[config.mk]
export PLATFORM = sky130hd
export DESIGN_NAME = adder4_sum_accumulator_flat
export DESIGN_NICKNAME = d
export VERILOG_FILES = /design/src/rtl/adder4_sum_accumulator_pkg.sv /design/src/rtl/adder4_sum_accumulator_if.sv /design/src/rtl/adder4_sum_accumulator.sv /design/src/flat_wrapper.sv
export SDC_FILE = /design/constraint.sdc
export NUM_CORES = 1
export LEC_CHECK = 0
export BUFFER_PORTS_ARGS = -buffer_cell sky130_fd_sc_hd__buf_2
export CORE_ASPECT_RATIO = 1.2
export CORE_MARGIN = 2
export CORE_UTILIZATION = 41
export DETAILED_ROUTE_END_ITERATION = 10
export HOLD_SLACK_MARGIN = 0.08
export MAX_ROUTING_LAYER = met4
export SYNTH_ARGS = -nofsm -noshare
export SYNTH_HDL_FRONTEND = slang
export SYNTH_SLANG_ARGS = --single-unit
[constraint.sdc]
create_clock -name clk -period 2.55 [get_ports clk]
set_input_delay 0.255 -clock clk [delete_from_list [all_inputs] [get_ports clk]]
set_output_delay 0.255 -clock clk [all_outputs]
set_load 0.02 [all_outputs]
[src/rtl/adder4_sum_accumulator_pkg.sv]
// Shared definitions for the adder4 result accumulator: sample width and FSM state encodings.
package adder4_pkg;

    localparam int SAMPLE_W = 5;

    typedef enum logic [1:0] {
        IDLE  = 2'd0,
        ACCUM = 2'd1,
        DONE  = 2'd2
    } state_t;

endpackage

[src/rtl/adder4_sum_accumulator_if.sv]
// Control, sample-input and result-output signals of the adder4 result accumulator.
interface adder4_sum_accumulator_if #(
    parameter int ACC_W       = 12,
    parameter int NUM_SAMPLES = 8
);
    localparam int CNT_W = $clog2(NUM_SAMPLES + 1);

    logic             start;
    logic             clr;
    logic             in_valid;
    logic [3:0]       Sum;
    logic             Carry;
    logic             in_ready;
    logic [ACC_W-1:0] Acc;
    logic             Overflow;
    logic [CNT_W-1:0] Count;
    logic             out_valid;
    logic             out_ready;
    logic             busy;

    modport master (
        output start, clr, in_valid, Sum, Carry, out_ready,
        input  in_ready, Acc, Overflow, Count, out_valid, busy
    );

    modport slave (
        input  start, clr, in_valid, Sum, Carry, out_ready,
        output in_ready, Acc, Overflow, Count, out_valid, busy
    );
endinterface

[src/rtl/adder4_sum_accumulator.sv]
// Accumulates NUM_SAMPLES {Carry,Sum} adder results into an ACC_W-bit total with a sticky
// overflow flag, presented on a valid/ready output port.
module adder4_sum_accumulator
    import adder4_pkg::*;
#(
    parameter int ACC_W       = 12,
    parameter int NUM_SAMPLES = 8,
    parameter bit SATURATE    = 1'b0
) (
    input logic                      clk,
    input logic                      rst,
    adder4_sum_accumulator_if.slave  bus
);
    localparam int               CNT_W    = $clog2(NUM_SAMPLES + 1);
    localparam logic [CNT_W-1:0] LAST_CNT = CNT_W'(NUM_SAMPLES);

    state_t            r_state, w_state_next;
    logic [ACC_W-1:0]  r_acc, w_acc_next;
    logic              r_ovf, w_ovf_next;
    logic [CNT_W-1:0]  r_count, w_count_next;
    logic [SAMPLE_W-1:0] w_sample;
    logic [ACC_W:0]    w_sum;
    logic              w_accept;

    assign w_sample = {bus.Carry, bus.Sum};
    assign w_sum    = {1'b0, r_acc} + (ACC_W+1)'(w_sample);
    assign w_accept = bus.in_valid && (r_state == ACCUM);

    always_ff @(posedge clk or posedge rst) begin
        if (rst) begin
            r_state <= IDLE;
            r_acc   <= '0;
            r_ovf   <= 1'b0;
            r_count <= '0;
        end else begin
            r_state <= w_state_next;
            r_acc   <= w_acc_next;
            r_ovf   <= w_ovf_next;
            r_count <= w_count_next;
        end
    end

    always_comb begin
        w_state_next = r_state;
        w_acc_next   = r_acc;
        w_ovf_next   = r_ovf;
        w_count_next = r_count;
        // clr outranks start and any sample presented in the same cycle
        if (bus.clr) begin
            w_state_next = IDLE;
            w_acc_next   = '0;
            w_ovf_next   = 1'b0;
            w_count_next = '0;
        end else begin
            case (r_state)
                IDLE: begin
                    if (bus.start) begin
                        w_state_next = ACCUM;
                        w_acc_next   = '0;
                        w_ovf_next   = 1'b0;
                        w_count_next = '0;
                    end
                end
                ACCUM: begin
                    if (w_accept) begin
                        w_count_next = r_count + 1'b1;
                        if (w_sum[ACC_W]) begin
                            w_ovf_next = 1'b1;
                            w_acc_next = SATURATE ? '1 : w_sum[ACC_W-1:0];
                        end else begin
                            w_acc_next = w_sum[ACC_W-1:0];
                        end
                        if (r_count + 1'b1 == LAST_CNT)
                            w_state_next = DONE;
                    end
                end
                DONE: begin
                    if (bus.out_ready)
                        w_state_next = IDLE;
                end
                default: w_state_next = IDLE;
            endcase
        end
    end

    assign bus.in_ready  = (r_state == ACCUM);
    assign bus.out_valid = (r_state == DONE);
    assign bus.busy      = (r_state == ACCUM) || (r_state == DONE);
    assign bus.Acc       = r_acc;
    assign bus.Overflow  = r_ovf;
    assign bus.Count     = r_count;

endmodule

[src/flat_wrapper.sv]
// flat-port wrapper written by rule: the top's interface ports become plain ports
module adder4_sum_accumulator_flat import adder4_pkg::*;
#(
    parameter int ACC_W       = 12,
    parameter int NUM_SAMPLES = 8,
    parameter bit SATURATE    = 1'b0
)
  (clk, rst, bus_start, bus_clr, bus_in_valid, bus_Sum, bus_Carry, bus_out_ready, bus_in_ready, bus_Acc, bus_Overflow, bus_Count, bus_out_valid, bus_busy);
  adder4_sum_accumulator_if #(.ACC_W(ACC_W), .NUM_SAMPLES(NUM_SAMPLES)) bus_i ();
  input logic clk;
  input logic rst;
  input wire logic [$bits(bus_i.start)-1:0] bus_start;
  input wire logic [$bits(bus_i.clr)-1:0] bus_clr;
  input wire logic [$bits(bus_i.in_valid)-1:0] bus_in_valid;
  input wire logic [$bits(bus_i.Sum)-1:0] bus_Sum;
  input wire logic [$bits(bus_i.Carry)-1:0] bus_Carry;
  input wire logic [$bits(bus_i.out_ready)-1:0] bus_out_ready;
  output wire logic [$bits(bus_i.in_ready)-1:0] bus_in_ready;
  output wire logic [$bits(bus_i.Acc)-1:0] bus_Acc;
  output wire logic [$bits(bus_i.Overflow)-1:0] bus_Overflow;
  output wire logic [$bits(bus_i.Count)-1:0] bus_Count;
  output wire logic [$bits(bus_i.out_valid)-1:0] bus_out_valid;
  output wire logic [$bits(bus_i.busy)-1:0] bus_busy;
  assign bus_i.start = bus_start;
  assign bus_i.clr = bus_clr;
  assign bus_i.in_valid = bus_in_valid;
  assign bus_i.Sum = bus_Sum;
  assign bus_i.Carry = bus_Carry;
  assign bus_i.out_ready = bus_out_ready;
  assign bus_in_ready = bus_i.in_ready;
  assign bus_Acc = bus_i.Acc;
  assign bus_Overflow = bus_i.Overflow;
  assign bus_Count = bus_i.Count;
  assign bus_out_valid = bus_i.out_valid;
  assign bus_busy = bus_i.busy;
  adder4_sum_accumulator #(.ACC_W(ACC_W), .NUM_SAMPLES(NUM_SAMPLES), .SATURATE(SATURATE)) u_core (.clk(clk), .rst(rst), .bus(bus_i));
endmodule
# ---- Yosys cells after proc, flatten, opt, wreduce, memory -nomap -nowiden
# Index checks and enable logic that the tools add are counted.
dict set report op_classes {
  addsub 2
  eq_ne 8
  n_mux 19
  n_reduce_logical 7
}
# cell n
set op_table {}
lappend op_table {{2-to-1 mux 12 bit} 3}
lappend op_table {{one-hot mux 12 bit (2 select lines)} 1}
lappend op_table {{adder 12 x 5 -> 13 bit} 1}
lappend op_table {{2-to-1 mux 4 bit} 3}
lappend op_table {{2-to-1 mux 2 bit} 5}
lappend op_table {{inequality test 3 x 2 -> 1 bit (second input constant)} 3}
lappend op_table {{one-hot mux 4 bit (2 select lines)} 1}
lappend op_table {{AND reduction 4 bit} 2}
lappend op_table {{inequality test 3 bit (second input constant)} 2}
lappend op_table {{one-hot mux 2 bit (3 select lines)} 1}
lappend op_table {{adder 4 x 1 -> 4 bit (second input constant)} 1}
lappend op_table {{equality test 4 bit (second input constant)} 1}
lappend op_table {{2-to-1 mux 1 bit} 4}
lappend op_table {{AND reduction 3 bit} 1}
lappend op_table {{nonzero test 3 bit} 1}
lappend op_table {{equality test 2 x 1 -> 1 bit (second input constant)} 1}
lappend op_table {{equality test 2 bit (second input constant)} 1}
lappend op_table {{zero test 2 bit} 1}
lappend op_table {{one-hot mux 1 bit (2 select lines)} 1}
lappend op_table {{logical AND 1 bit} 1}
lappend op_table {{logical OR 1 bit} 1}
dict set report word_totals {
  reg_bits 19
}

# ---- Depth between registers and ports, before layout
# Gate-level depths: netlist (run 1).
dict set report logic_depth {
  depth_word 6
  mapped_depth 7
}

# ---- Worst setup path before layout (run 1)
# Ideal clock, no wire load.
dict set report synth_timing {
  path_type {register to register}
  startpoint {register u_core.r_acc[0] (netlist: u_core.bus.Acc[0])}
  endpoint {register u_core.r_acc[8] (netlist: u_core.bus.Acc[8])}
  setup_ns 0.131
  t_arrival_ns 1.966
  setup_slack_ns 0.453
  stages_incl_launch_ff 8
  path_buffers 0
  path_cell_list {dfrtp_1 > ha_1 > fa_1 > a211o_1 > a21oi_1 > nor4b_1 > xnor2_1 > nor2_1}
}
dict set report synth_between {
  elab_chain_len 4
}
# element line
set synth_lines {}
lappend synth_lines {{start, declared} adder4_sum_accumulator.sv:18} ;# logic [ACC_W-1:0] r_acc, w_acc_next;
lappend synth_lines {{start signal, assigned} adder4_sum_accumulator.sv:37} ;# r_acc <= w_acc_next;
lappend synth_lines {{adder 12 x 5 -> 13 bit} adder4_sum_accumulator.sv:26} ;# assign w_sum = {1'b0, r_acc} + (ACC_W+1)'(w_sample);
lappend synth_lines {{2-to-1 mux 12 bit} adder4_sum_accumulator.sv:65} ;# if (w_accept) begin
lappend synth_lines {{one-hot mux 12 bit (2 select lines)} adder4_sum_accumulator.sv:55} ;# case (r_state)
lappend synth_lines {{2-to-1 mux 12 bit} adder4_sum_accumulator.sv:49} ;# if (bus.clr) begin
# No other way between the ends. The select of a mux whose other input is x is not followed.
# A chain may end at the register's enable or synchronous reset.

# ---- Final worst setup path (run 1)
dict set report layout_timing {
  startpoint {register u_core.r_acc[0] (netlist: u_core.bus.Acc[0])}
  endpoint {register u_core.r_acc[10] (netlist: u_core.bus.Acc[10])}
}
# Same word-level chain as after synthesis.

==> run_results.csv, run 1 <==
group,metric,value,unit
timing,fmax,463,MHz
place,hpwl,1810,um
setup_path,critical_path.cell_chain,"ha_1, fa_1, a211o_1, a21oi_1, nor4_1, xnor2_1, nor2_1",
cts,cts_buffers,3,
final_layout,area_growth,18.9,%
synthesis,synth_edf_count,0,
floorplanning,io_pins,31,
detailed_routing,dr_total_vias,1004,
timing,worst_hold_slack,58.8,ps
timing,finalCritPeriodShare,84.6,%
final_layout,fin_area,1370,um^2
detailed_routing,finalWirelength,2350,um
final_layout,drive_gt1_share,23.5,%
final_layout,insertedDiodeCount,0,
setup_path,cp-start-kind,"flop",
setup_path,reg2reg_setup_slack,390,ps
floorplanning,die_area,3250,um^2
place,io_buffers,30,
setup_path,worst_r2r_path_depth,7,
synthesis,synth_top_flop_cell,"dfrtp_1",
detailed_routing,avgRoutedWirePerCell,12.6,um
setup_path,worstPathArrival,2340,ps
synthesis,synthAdderAreaFrac,12.6,%
synthesis,synth_simple_gate_area_share,15.8,%
synthesis,synth_xor_area_share,3.81,%
setup_path,worstReg2RegEnd,"u_core.bus.Acc[10]$_DFFE_PP0P_",
place,gp_congestion,0.753,
pwr,vdd_drop_max,0.000491,V
detailed_routing,first_iter_violations,12,
detailed_routing,ant_nets,0,
setup_path,slowest_delay,430,ps
detailed_routing,firstDrtPassIters,4,
timing,rsz0062_at_grt,"false",
floorplanning,row_count,21,
timing,period_needed,2160,ps
cts,holdBufCountCts,0,
timing,slew_headroom,51.8,%
cts,cts.clk_slew.worst_paths,100,ps
timing,setup_viol,0,
timing,tightest_slew,723,ps
cts,cts_root_buf,"clkbuf_4",
synthesis,syn_nets,142,
cts,cts_resized,0,
synthesis,ys_seq_area_share,41.3,%
synthesis,synth_compound_area_share,21.7,%
synthesis,synth_cell_types,35,
cts,cts_tree,"done",
worst_hold_path,hold_class,"in -> async",
setup_path,worstPathRequired,2730,ps
synthesis,synthCells,120,
global_routing,grt_pass1_wl,3880,um
floorplanning,core_area,2730,um^2
setup_path,critical_path_class,"reg -> reg",
synthesis,synth_top_family_by_area,"compound AO/OA/AOI/OAI gates",
synthesis,async_flop_share,100,%
global_routing,grt_max_degree,20,
global_routing,grt_usage,16.8,%
pwr,power.leakage,0.713,nW
synthesis,synth_mux_area_share,1.74,%
floorplanning,die_w,52.3,um
detailed_routing,post_drt_via_cell_ratio,5.37,
setup_path,end_kind,"flop",
final_layout,final.fill_count,272,
final_layout,nNetsFinal,176,
pwr,p_per_area,636,nW/um^2
place,post_dp_cell_area,1340,um^2
global_routing,grt_overflow_total,0,
cts,clock_latency,300,ps
floorplanning,die_h,62.0,um
cts,ctsHtreeMaxLevel,1,
global_routing,antenna_found_initial,0,
detailed_routing,drc_errors,0,
synthesis,ys_ff_latch,19,
cts,clockBufferDepth,2,
timing,fin_skew,1.14,ps
cts,cts_setup_buffers,0,
run,cap_violations,0,
synthesis,syn-mean-instance-area,9.58,um^2
setup_path,cp_slowest_cell,"fa_1",
synthesis,syn_area,1150,um^2
timing,fin_setup_tns,0,ps
setup_path,worstReg2RegStart,"u_core.bus.Acc[0]$_DFFE_PP0P_",
cts,cts.sinks,19,
run_status,status,"finished clean",
timing,finalHoldViolations,0,
timing,drv_slew,0,
floorplanning,initial_core_util,42.1,%
synthesis,ys_warn_count,0,
setup_path,cp_max_fo,5,
global_routing,grt_pass1_vias,957,
-- cells in the final DEF, fill, tap and decap left out, types with 2 or more instances in the layout --
cell	count
o21a_1	2
o21ai_0	2
inv_1	7
dfrtp_1	19
a22o_1	3
mux2i_1	2
o21ai_1	9
nor2_1	8
o31ai_1	2
nand2b_1	3
a21o_1	2
nand2_1	9
clkbuf_4	3
or4_1	2
a31oi_1	4
nand4_1	2
a21oi_1	7
or2_1	2
ha_1	10
nand3_1	4
xnor2_1	4
buf_2	30
a211o_1	3
-- logic make-up after synthesis --
kind of cell	count (synthesis)
compound gates	38
xor+xnor	5
fa+ha+maj	11
buf+inv	9
flops	19
mux	2
simple gates	36
-- through the flow --
| stage | total power [mW] | setup WS [ps] | utilization, % | std cells |
|---|---|---|---|---|
| after floorplan | 0.632 | 453 | - | 120 |
| after global placement | 0.722 | 430 | 49.1 | 183 |
| after detailed placement | 0.729 | 397 | 49.1 | 183 |
| after CTS | 0.882 | 365 | 50.0 | 187 |
| after global routing | 0.937 | 236 | 50.0 | 187 |
| final | 0.870 | 392 | 50.0 | 187 |
-- final cells by class --
class / instances / area [um^2] / area share (%)
inverters: 7 / 26.3 / 1.92
flip-flops and latches: 19 / 475 / 34.8
well taps: 34 / 42.5 / 3.11
repair buffers: 31 / 158 / 11.5
clock buffers: 4 / 26.3 / 1.92
multi-input cells: 92 / 639 / 46.8
-- sequential cells by signal, summed over array words and instances, names as in the netlist --
signal / cells
u_core.bus.Count: 4
u_core.bus.Overflow: 1
u_core.bus.Acc: 12
u_core.r_state: 2
-- worst max path at each step --
stage                             startpoint                              end  slack (ps)  cells past startpoint
6_report       u_core.bus.Acc[0]$_DFFE_PP0P_   u_core.bus.Acc[10]$_DFFE_PP0P_         390                      7
3_5_place_dp   u_core.bus.Acc[0]$_DFFE_PP0P_   u_core.bus.Acc[10]$_DFFE_PP0P_         400                      7
4_1_cts        u_core.bus.Acc[0]$_DFFE_PP0P_  u_core.bus.Overflow$_DFFE_PP0P_         360                      7
2_1_floorplan  u_core.bus.Acc[0]$_DFFE_PP0P_    u_core.bus.Acc[8]$_DFFE_PP0P_         450                      7
3_3_place_gp   u_core.bus.Acc[0]$_DFFE_PP0P_  u_core.bus.Overflow$_DFFE_PP0P_         430                      7
5_1_grt        u_core.bus.Acc[0]$_DFFE_PP0P_    u_core.bus.Acc[8]$_DFFE_PP0P_         240                      7
-- power breakdown --
part           switching [mW]  total, mW  internal [mW]
clock network          0.0917      0.153         0.0610
registers              0.0234      0.350          0.326
logic                   0.232      0.368          0.135
total                   0.348      0.870          0.523
-- cells in the mapped netlist (2+ instances only) --
cell type / count / area share (%)
a21o_1: 2 / 1.3
or4_1: 2 / 1.3
nand2b_1: 3 / 1.6
o21ai_1: 9 / 3.9
nand3_1: 4 / 1.7
a22o_1: 3 / 2.3
o31ai_1: 2 / 1.3
a31oi_1: 4 / 2.2
xnor2_1: 4 / 3.0
inv_1: 7 / 2.3
a21oi_1: 7 / 3.0
nand2_1: 9 / 2.9
nand4_1: 2 / 1.1
dfrtp_1: 19 / 41
o21ai_0: 2 / 0.87
ha_1: 10 / 11
o21a_1: 2 / 1.3
or2_1: 2 / 1.1
mux2i_1: 2 / 1.7
nor2_1: 8 / 2.6
a211o_1: 3 / 2.3
-- layer usage --
| metal | wire length (um) | GRT usage [%] | up-vias |
|---|---|---|---|
| met1 | 1060 | 20.4 | 464 |
| met2 | 1120 | 27.3 | 27 |
| met3 | 117 | 2.15 | 5 |
| met4 | 48 | 8.79 | 0 |
| met5 | 0 | - | - |
| li1 | - | - | 508 |
-- critical path, delay by kind of cell, from the launching register on --
kind            cells  cell delay, ps
flops               1             410
fa+ha+maj           2             670
compound gates      2             640
xor+xnor            1             160
simple gates        2             170
Note: power is estimated with default switching activity, not from simulation.
==> run 2: changes to the inputs <==
- ABC_AREA: default -> 1
- clock period: 2.55 -> 2.2 ns (I/O delays scaled with it)
==> run 2 against run 1 <==
Global-route usage rose by 0.60 points; worst hold slack improved by 200 ps; die area rose by 10%; via count rose by 13%; highest routed layer unchanged.
==> run_results.csv, run 2 <==
group,metric,value,unit
pwr,vdd_drop_max,0.000470,V
detailed_routing,post_drt_via_cell_ratio,4.82,
worst_hold_path,hold_class,"in -> reg",
place,io_buffers,30,
detailed_routing,first_iter_violations,25,
synthesis,synthTopCellsByCount,"nand2_1, dfrtp_1, inv_1, nor2_1, nand3_1",
pwr,power.leakage,0.836,nW
final_layout,seq_area,475,um^2
pwr,pwr-share-clk,14.1,%
synthesis,synth_edf_count,0,
final_layout,area_growth,17.4,%
synthesis,ys_ff_latch,19,
floorplanning,die_area,3570,um^2
timing,rsz0062_at_grt,"false",
floorplanning,io_pins,31,
place,gp_congestion,0.764,
cts,cts_root_buf,"clkbuf_4",
setup_path,critical_path_class,"reg -> reg",
pwr,p_int,689,uW
detailed_routing,finalWirelength,2580,um
synthesis,ys_seq_area_share,37.3,%
global_routing,antenna_found_initial,0,
synthesis,async_flop_share,100,%
timing,finalCritPeriodShare,77.5,%
timing,setup_viol,0,
pwr,p_per_area,872,nW/um^2
global_routing,grt_pass1_wl,4530,um
detailed_routing,avgRoutedWirePerCell,11.0,um
global_routing,grt_pass1_vias,1043,
synthesis,ys_warn_count,0,
floorplanning,core_area,3000,um^2
final_layout,nNetsFinal,222,
synthesis,yosys-top-cells-area,"dfrtp_1, nand2_1, ha_1",
detailed_routing,ant_nets,0,
pwr,finalPower,1.30,mW
setup_path,cp-start-kind,"flop",
final_layout,final_common_cell,"nand2_1",
final_layout,final.fill_count,314,
setup_path,reg2reg_setup_slack,490,ps
cts,cts_tree,"done",
cts,cts.sinks,19,
floorplanning,initial_core_util,42.5,%
cts,cts_buffers,3,
synthesis,syn-mean-instance-area,7.72,um^2
cts,cts_setup_buffers,0,
final_layout,drive_gt1_share,24.6,%
cts,ctsHtreeMaxLevel,1,
setup_path,cp_max_fo,4,
setup_path,worstPathArrival,1910,ps
timing,worst_hold_slack,257,ps
cts,clockBufferDepth,2,
global_routing,grt_overflow_total,0,
timing,period_needed,1710,ps
pwr,seqPwrFrac,35.4,%
final_layout,largest_reg_flops,12,
synthesis,synthCells,165,
setup_path,worstPathRequired,2410,ps
global_routing,grt_max_degree,20,
final_layout,multi_input_area,698,um^2
synthesis,synth_top_flop_cell,"dfrtp_1",
timing,drv_slew,0,
timing,slew_headroom,50.4,%
synthesis,synth_cell_types,26,
final_layout,layout_common_cells,"nand2_1, buf_2, inv_1, nor2_1, dfrtp_1",
pwr,net-switching-power,615,uW
timing,finalHoldViolations,0,
timing,fin_setup_tns,0,ps
detailed_routing,dr_total_vias,1133,
setup_path,end_kind,"flop",
place,hpwl,2050,um
cts,holdBufCountCts,1,
run_status,status,"finished clean",
timing,tightest_slew,743,ps
pwr,combPwrFrac,50.5,%
synthesis,yosysTopAreaCellShare,37.3,%
cts,cts.clk_slew.worst_paths,110,ps
timing,fin_skew,2.72,ps
final_layout,insertedDiodeCount,0,
synthesis,syn_area,1270,um^2
cts,cts_resized,0,
run,cap_violations,0,
synthesis,yosysMostFrequentCell,"nand2_1",
detailed_routing,drc_errors,0,
cts,clock_latency,300,ps
floorplanning,row_count,22,
synthesis,syn_nets,187,
floorplanning,die_w,54.9,um
synthesis,synth_area_leader_cell,"dfrtp_1",
global_routing,grt_usage,17.4,%
floorplanning,die_h,65.1,um
detailed_routing,firstDrtPassIters,4,
pwr,swShare,47.1,%
timing,fmax,586,MHz
==> run 2: worst max-delay path: stages, from the launching register on <==
cell     delay [ps]
dfrtp_1         410
ha_1            240
fa_1            390
nand2_1         110
nand2_1          80
nand2_1         110
o21ai_2          90
nand3_1          70
nand2_1          50
inv_1            40
nor2_1           30
==> run 2: stage by stage <==
stage                     cells  instance area (um^2)  setup WS, ps  util [%]
after floorplan             165                  1270           531         -
after global placement      230                  1460           555      48.6
after detailed placement    230                  1460           509      48.6
after CTS                   235                  1500           488      49.8
after global routing        235                  1500           345      49.8
final                       235                  1500           495      49.8
==> run 2: power groups by stage <==
stage / clock network, mW / logic [mW] / registers (mW)
floorplan: 0 / 0.466 / 0.513
global placement: 0 / 0.651 / 0.467
detailed placement: 0 / 0.664 / 0.470
CTS: 0.188 / 0.671 / 0.463
global route: 0.207 / 0.745 / 0.472
finish: 0.184 / 0.659 / 0.462
==> run 2: worst paths after layout <==
kind,endpoint,startpoint,cells past startpoint
worst max-delay path,u_core.bus.Acc[10]$_DFFE_PP0P_,u_core.bus.Acc[0]$_DFFE_PP0P_,10
worst min-delay path,u_core.bus.Acc[0]$_DFFE_PP0P_,bus_Sum[0],3
worst max register to register,u_core.bus.Acc[10]$_DFFE_PP0P_,u_core.bus.Acc[0]$_DFFE_PP0P_,10
worst min register to register,u_core.r_state[1]$_DFFE_PP0P_,u_core.r_state[1]$_DFFE_PP0P_,2
max in group asynchronous,u_core.bus.Acc[2]$_DFFE_PP0P_,rst,3
min in group asynchronous,u_core.bus.Count[0]$_DFFE_PP0P_,rst,3
==> run 2: routing by layer <==
metal	track usage, %	vias to the layer above	wire [um]
li1	-	595	-
met1	22.1	513	1160
met2	28.1	21	1280
met3	1.38	4	107
met4	6.56	0	34
met5	-	-	0
==> run 2: kinds of logic after synthesis <==
family | synth area share (%)
buffers and inverters | 7.86
AOI/OAI and AO/OA | 10.1
DFF | 37.3
and+or+nand+nor | 31.2
xor gates and xnor gates | 2.06
adders and majority gates | 11.4
==> run 2: cell type report <==
cell class | count | share of cell area, %
clock buffers | 3 | 1.51
well taps | 36 | 3.01
flip-flops and latches | 19 | 31.8
clock inverters | 1 | 0.335
repair buffers | 31 | 10.7
multi-input cells | 122 | 46.7
inverters | 23 | 5.94
==> run 3: changes to the inputs <==
- ABC_AREA: 1 -> 0
- clock period: 2.2 -> 1.73 ns (I/O delays scaled with it)
==> run 3 against run 2 <==
The run now ends with negative setup slack left; power increased by 26%; cell count fell by 8.1%; first-iteration DRC count shrank 64%; core utilization is 13 points higher; final area increased by 15%; largest cell class unchanged; highest routed layer unchanged.
==> run_results.csv, run 3 (synthesis results as in run 1) <==
group,metric,value,unit
setup_path,critical_path_class,"reg -> reg",
timing,finalCritPeriodShare,107,%
final_layout,drive_gt1_share,47.8,%
floorplanning,initial_core_util,42.1,%
pwr,p_per_area,956,nW/um^2
cts,cts.sinks,19,
place,hpwl,2210,um
floorplanning,die_area,3250,um^2
setup_path,crit_path_end,"u_core.bus.Acc[8]$_DFFE_PP0P_",
timing,fin_ws,-118,ps
setup_path,critical_path.cell_chain,"buf_4, fa_2, a211o_1, a21oi_4, nor4b_1, xnor2_1, nor2_1",
cts,cts_root_buf,"clkbuf_4",
run_status,violations,"negative setup slack",
final_layout,final_util,63.1,%
cts,ctsHtreeMaxLevel,1,
final_layout,final.fill_count,255,
pwr,vdd_drop_max,0.000639,V
setup_path,slowest_delay,440,ps
floorplanning,die_h,62.0,um
final_layout,layout_common_cells,"buf_2, buf_4, dfrtp_1, o21ai_1, nand2_1",
place,gp_congestion,0.857,
timing,drv_slew,0,
detailed_routing,dr_total_vias,1162,
setup_path,worstPathArrival,2050,ps
cts,cts_buffers,3,
setup_path,worst_r2r_path_depth,7,
floorplanning,die_w,52.3,um
setup_path,cp_max_fo,5,
timing,slew_headroom,75.9,%
timing,tightest_slew,356,ps
detailed_routing,first_iter_violations,9,
worst_hold_path,hold_class,"in -> reg",
cts,clockBufferDepth,2,
detailed_routing,drc_errors,0,
detailed_routing,finalWirelength,3100,um
setup_path,worstPathRequired,1940,ps
timing,rsz0062_at_grt,"true",
pwr,power.leakage,0.870,nW
timing,fmax,541,MHz
final_layout,largest_reg_flops,12,
timing,fin_skew,2.50,ps
timing,finalHoldViolations,0,
detailed_routing,avgRoutedWirePerCell,14.3,um
detailed_routing,firstDrtPassIters,4,
setup_path,cp_slowest_cell,"dfrtp_2",
place,dp_slack,-173,ps
place,io_buffers,30,
setup_path,worstReg2RegStart,"u_core.bus.Acc[1]$_DFFE_PP0P_",
setup_path,cp-start-kind,"flop",
global_routing,grt_pass1_wl,4970,um
floorplanning,io_pins,31,
final_layout,nNetsFinal,205,
setup_path,startpoint,"u_core.bus.Acc[1]$_DFFE_PP0P_",
final_layout,area_growth,50.1,%
final_layout,final_common_cell,"buf_2",
setup_path,end_kind,"flop",
run,cap_violations,0,
detailed_routing,ant_nets,0,
global_routing,grt_usage,21.6,%
timing,period_needed,1850,ps
detailed_routing,post_drt_via_cell_ratio,5.38,
run_status,status,"complete, but fails checks",
timing,setup_viol,8,
global_routing,grt_max_degree,20,
cts,clock_latency,300,ps
cts,cts.clk_slew.worst_paths,120,ps
global_routing,grt_overflow_total,0,
global_routing,antenna_found_initial,0,
setup_path,worstReg2RegEnd,"u_core.bus.Acc[8]$_DFFE_PP0P_",
floorplanning,row_count,21,
floorplanning,core_area,2730,um^2
setup_path,reg2reg_setup_slack,-120,ps
cts,cts_tree,"done",
final_layout,insertedDiodeCount,0,
global_routing,grt_pass1_vias,1143,
## run 3: cell types whose count changed in the layout (fill, tap and decap cells not counted), sizes merged, moves of 3 or more
cell	before	now
a31oi	0	4
nand2b	0	3
a211o	0	3
xnor2	1	4
buf	30	59
a21o	0	3
nor2	20	8
nand2	51	9
inv	23	7
nand3	13	4
## run 3: what timing repair did
action | in CTS | in global routing
gates resized for setup | 11 | 7
endpoints found under the setup margin | 9 | 16
hold buffers | 1 | 0
endpoints found under the hold margin | 19 | 0
pin swaps | 8 | 10
buffers inserted | 5 | 3
cloned | 0 | 0
## run 3: report_power, final
group          total (mW)  internal [mW]  switching (mW)
Sequential          0.515          0.482          0.0324
Combinational       0.895          0.430           0.466
Clock               0.239         0.0898           0.150
## run 3: cell type report
type	instances	area (um^2)	area share (%)
sequential	19	478	27.7
tap	34	42.5	2.47
clock buffer	4	26.3	1.52
inverter	7	26.3	1.52
timing repair buffer	60	378	21.9
multi-input combinational	92	774	44.9
## run 3: critical path: cells and delay by family, from the launching register on
family | cells | cell delay [ps]
and+or+nand+nor | 2 | 140
adders and majority gates | 1 | 380
DFF | 1 | 440
AOI/OAI and AO/OA | 2 | 500
xor gates and xnor gates | 1 | 140
buffers and inverters | 1 | 150
## run 3: how the worst min path moves through the flow
stage	startpoint	end	slack [ps]	depth (start not counted)
final	bus_clr	u_core.r_state[1]$_DFFE_PP0P_	220	4
after global routing	bus_Sum[0]	u_core.bus.Acc[0]$_DFFE_PP0P_	230	3
after CTS	bus_clr	u_core.r_state[1]$_DFFE_PP0P_	220	4
after detailed placement	rst	u_core.bus.Acc[2]$_DFFE_PP0P_	210	3
after global placement	rst	u_core.bus.Count[0]$_DFFE_PP0P_	210	3
after floorplan	rst	u_core.bus.Acc[10]$_DFFE_PP0P_	120	1
## run 3: metrics by stage
step                power, mW  cells  TNS, ps  hold WS [ps]  instance area, um^2
global placement         1.26    204     -835           207                 1560
global route             1.78    216    -1490           229                 1730
CTS                      1.64    214     -851           217                 1680
finish                   1.65    216     -784           219                 1730
detailed placement       1.28    204    -1150           213                 1560
floorplan               0.992    120     -869           124                 1210
## run 3: per-layer routing
layer	vias up	share of wire, %	track usage, %	routed length (um)
li1	565	-	-	-
met1	571	42	24.1	1290
met2	22	54	38.2	1660
met3	4	3.6	3.35	110
met4	0	1.1	9.16	33
met5	-	0	-	0
